<file path="src/rtl/demux_n_1_4.sv">
// demux_n_1_4: 1-to-4 valid/ready stream demultiplexer.
// Each output has its own 2-entry FIFO. A stalled output only blocks words
// addressed to it. in_ready depends only on sel and the registered counts, so
// there is no combinational path from out_ready to in_ready.
module demux_n_1_4 #(
  parameter int unsigned N = 8
) (
  input  logic         clk,
  input  logic         rst,
  input  logic [N-1:0] in_0,
  input  logic [1:0]   sel,
  input  logic         in_valid,
  output logic         in_ready,
  output logic [N-1:0] out_y_0,
  output logic [N-1:0] out_y_1,
  output logic [N-1:0] out_y_2,
  output logic [N-1:0] out_y_3,
  output logic [3:0]   out_valid,
  input  logic [3:0]   out_ready
);

  // Per-channel storage, 1-bit pointers and occupancy (0..2).
  logic [3:0][1:0][N-1:0] mem_q, mem_d;
  logic [3:0]             rd_ptr_q, rd_ptr_d;
  logic [3:0]             wr_ptr_q, wr_ptr_d;
  logic [3:0][1:0]        cnt_q, cnt_d;

  logic [3:0] push;
  logic [3:0] pop;

  // Handshake decode: accept unless the addressed FIFO is full.
  always_comb begin
    in_ready = (cnt_q[sel] != 2'd2);
    for (int k = 0; k < 4; k++) begin
      out_valid[k] = (cnt_q[k] != 2'd0);
      push[k]      = in_valid && in_ready && (sel == 2'(k));
      pop[k]       = out_valid[k] && out_ready[k];
    end
  end

  // Next-state: write at wr_ptr on push, advance rd_ptr on pop, track occupancy.
  always_comb begin
    mem_d    = mem_q;
    rd_ptr_d = rd_ptr_q;
    wr_ptr_d = wr_ptr_q;
    cnt_d    = cnt_q;
    for (int k = 0; k < 4; k++) begin
      if (push[k]) begin
        mem_d[k][wr_ptr_q[k]] = in_0;
        wr_ptr_d[k]           = ~wr_ptr_q[k];
      end
      if (pop[k]) begin
        rd_ptr_d[k] = ~rd_ptr_q[k];
      end
      case ({push[k], pop[k]})
        2'b10:   cnt_d[k] = cnt_q[k] + 2'd1;
        2'b01:   cnt_d[k] = cnt_q[k] - 2'd1;
        default: cnt_d[k] = cnt_q[k];
      endcase
    end
  end

  // State register; synchronous reset also clears storage so outputs read zero.
  always_ff @(posedge clk) begin
    if (rst) begin
      mem_q    <= '0;
      rd_ptr_q <= '0;
      wr_ptr_q <= '0;
      cnt_q    <= '0;
    end else begin
      mem_q    <= mem_d;
      rd_ptr_q <= rd_ptr_d;
      wr_ptr_q <= wr_ptr_d;
      cnt_q    <= cnt_d;
    end
  end

  // Head-of-FIFO outputs, straight from registered storage.
  always_comb begin
    out_y_0 = mem_q[0][rd_ptr_q[0]];
    out_y_1 = mem_q[1][rd_ptr_q[1]];
    out_y_2 = mem_q[2][rd_ptr_q[2]];
    out_y_3 = mem_q[3][rd_ptr_q[3]];
  end

endmodule

</file>
<file path="config.mk">
export PLATFORM = sky130hd
export DESIGN_NAME = demux_n_1_4
export DESIGN_NICKNAME = d
export VERILOG_FILES = /design/src/rtl/demux_n_1_4.sv
export SDC_FILE = /design/constraint.sdc
export NUM_CORES = 1
export LEC_CHECK = 0
export ABC_AREA = 1
export BUFFER_PORTS_ARGS = -buffer_cell sky130_fd_sc_hd__buf_4
export CORE_MARGIN = 1
export CORE_UTILIZATION = 45
export DETAILED_ROUTE_END_ITERATION = 10
export GPL_ROUTABILITY_DRIVEN = 0
export PLACE_DENSITY_LB_ADDON = 0.25
export SKIP_CTS_REPAIR_TIMING = 1
export SYNTH_ARGS = -nofsm -noshare
export SYNTH_HDL_FRONTEND = slang
export SYNTH_SLANG_ARGS = --single-unit
</file>
<file path="constraint.sdc">
create_clock -name clk -period 5.7 [get_ports clk]
set_clock_uncertainty 0.2 [all_clocks]
set_input_delay 0.57 -clock clk [delete_from_list [all_inputs] [get_ports clk]]
set_output_delay 0.57 -clock clk [all_outputs]
set_load 0.01 [all_outputs]
</file>
==> results.yml <==
run_status:
  status: "complete, no violations"
grt:
  use_met1_pct: 24.9
  grt_util_met3_pct: 3.62
  grt-busiest-layer: "met2"
  grt_use_total_pct: 20.1
  grt_remaining_overflow: 0
  grt_pass1_vias: 3045
  antenna_found_initial: 0
  met2_usage_pct: 34.7
  grt_max_degree: 53
  grt_pass1_wl_um: 14000
routing:
  viasPerCell: 4.64
  vias: 3454
  drc: 0
  ant_nets: 0
  dr.pass1.iters: 4
  drt_wl_total_um: 8590
  wire_per_inst_um: 11.5
  drt-initial-drc-count: 100
synthesis:
  synth.area.mux_share_pct: 0
  synth_top_family_by_area: "simple AND/OR/NAND/NOR gates"
  yosys_warnings: 0
  yosysSeqAreaShare_pct: 41.2
  synth_xor_area_share_pct: 0
  yosys.area_share.simple_pct: 35.1
  yosys_register_bits: 80
  synth_fp_nets: 625
  synth-compound-area-share_pct: 8.76
  synth.avg_cell_area_sq_um: 6.43
  synth.distinct_cells: 18
  synth_adder_area_share_pct: 1.29
  synthCells: 604
  syn_area_sq_um: 3890
timing:
  worst_slew_margin_rel_pct: 57.1
  setup-tns-final_ns: 0
  finalMaxSlewViolations: 0
  min_period_over_period_pct: 40.9
  rsz0062_at_grt: "false"
  fin_crit_ns: 2.33
  max_clock_freq_ghz: 0.429
  setup_viol: 0
  worst_pin_slew_ns: 0.642
  hold_viol: 0
power:
  p_sw_share_pct: 27.6
  pwr-share-clk_pct: 34.8
  vdd_drop_max_mv: 0.121
  seq_power_share_pct: 50.3
  p_per_area_nw_per_um2: 277
  p_comb_share_pct: 14.9
  switchingPower_mw: 0.337
  p_leak_nw: 2.29
  internal_power_mw: 0.884
setup_path:
  crit_fanout: 13
  end_kind: "output pin"
  worstSetupPathType: "in2out"
  worst-endpoint-required_ns: 4.93
  critPathLaunchType: "input pin"
  arrival_ns: 1.56
clock_tree:
  cts_max_level: 3
  path_clk_slew_ns: 0.08
  cts_tree: "done"
  worstSkewPairLatency_ns: 0.34
  clock-root-buffer: "clkbuf_8"
  cts_max_path_buffers: 2
  cts_sinks: 80
  cts_buffers: 9
floorplan:
  die_h_um: 94.9
  rows: 33
  start_util_pct: 46.8
  chipWidth_um: 94.9
  io_pins: 54
  core-area_sq_um: 8300
  dieArea_sq_um: 9010
cells_and_area:
  diodes: 0
  layout_common_cells: "185 x nand2_1, 131 x nor2_1, 82 x inv_1"
  design_area_sq_um: 4410
  final_nets: 655
  area_delta_synth_final_pct: 13.4
  drive_gt1_share_pct: 12.1
  layout_commonest_cell: "nand2_1"
flow_run:
  cap_violations: 0
min_path:
  min_path_type: "in2reg"
placed_design:
  portBuffers: 53
  place_area_sq_um: 4210
  hpwl_um: 5720
[critical path, cell delays in order]
cell and delay (ns):
buf_4 0.15, nor2_4 0.16, nand2_1 0.07, nand2_1 0.06
nor2_1 0.05, nand2_2 0.30, buf_4 0.21
[cells in the mapped netlist]
library cell	count	share of area [%]
buf_2	13	1.7
nand3_1	7	0.90
o21ai_0	48	6.2
nor2_1	131	13
dfxtp_1	80	41
nand4_1	3	0.48
buf_4	3	0.58
inv_2	1	0.096
nand2_1	185	18
nand4_4	5	2.7
a21oi_1	20	2.6
buf_8	1	0.39
inv_1	83	8.0
nand2_2	1	0.16
buf_6	6	1.7
clkbuf_1	12	1.2
ha_1	4	1.3
nor2_4	1	0.29
[power groups by stage]
stage | Sequential (mW) | Clock [mW] | Combinational [mW]
after detailed placement | 0.627 | 0 | 0.183
final | 0.614 | 0.425 | 0.182
after floorplan | 0.610 | 0 | 0.136
after global routing | 0.619 | 0.451 | 0.206
after CTS | 0.614 | 0.431 | 0.184
after global placement | 0.626 | 0 | 0.178
[cell type report]
cell class              instances  area [sq um]
fillers                       843          3890
multi-input cells             405          1750
flip-flops and latches         80          1600
repair buffers                 54           405
inverters                      84           315
clock buffers                  13           159
well taps                     105           131
clock inverters                 3          40.0
[metal layers]
| metal | part of all wire [%] | routed length [um] |
|---|---|---|
| met3 | 4.1 | 349 |
| met1 | 46 | 3970 |
| met5 | 0 | 0 |
| met2 | 49 | 4170 |
| met4 | 1.2 | 99 |
[cell families (layout without fill, tap and decap cells)]
family          after synthesis  count (layout)
simple gates                333             333
buf+inv                     119             154
flops                        80              80
fa+ha+maj                     4               4
compound gates               68              68
[registers in the layout, indices dropped and copies added, names as in the netlist]
register	cells
cnt_q	8
rd_ptr_q	4
mem_q	64
wr_ptr_q	4
[path summary, 6_finish.rpt]
| check | startpoint | end | slack (ns) | cells past startpoint |
|---|---|---|---|---|
| hold / removal | rst | wr_ptr_q[1] | 0.25 | 2 |
| hold reg to reg | wr_ptr_q[3] | wr_ptr_q[3] | 0.29 | 2 |
| setup reg to reg | cnt_q[2] | cnt_q[7] | 3.50 | 10 |
| setup / recovery | sel[0] | in_ready | 3.37 | 7 |
[through the flow]
step / power (mW) / util [%] / instances / setup WS (ns) / hold slack [ns]
6_report: 1.22 / 53.1 / 744 / 3.37 / 0.249
5_1_grt: 1.28 / 53.1 / 744 / 3.15 / 0.240
4_1_cts: 1.23 / 53.1 / 744 / 3.37 / 0.238
3_5_place_dp: 0.810 / 50.7 / 728 / 3.01 / 0.272
3_3_place_gp: 0.804 / 50.7 / 728 / 3.11 / 0.266
2_1_floorplan: 0.746 / - / 604 / 3.34 / 0.248
Power figures use the tool's default switching activity.
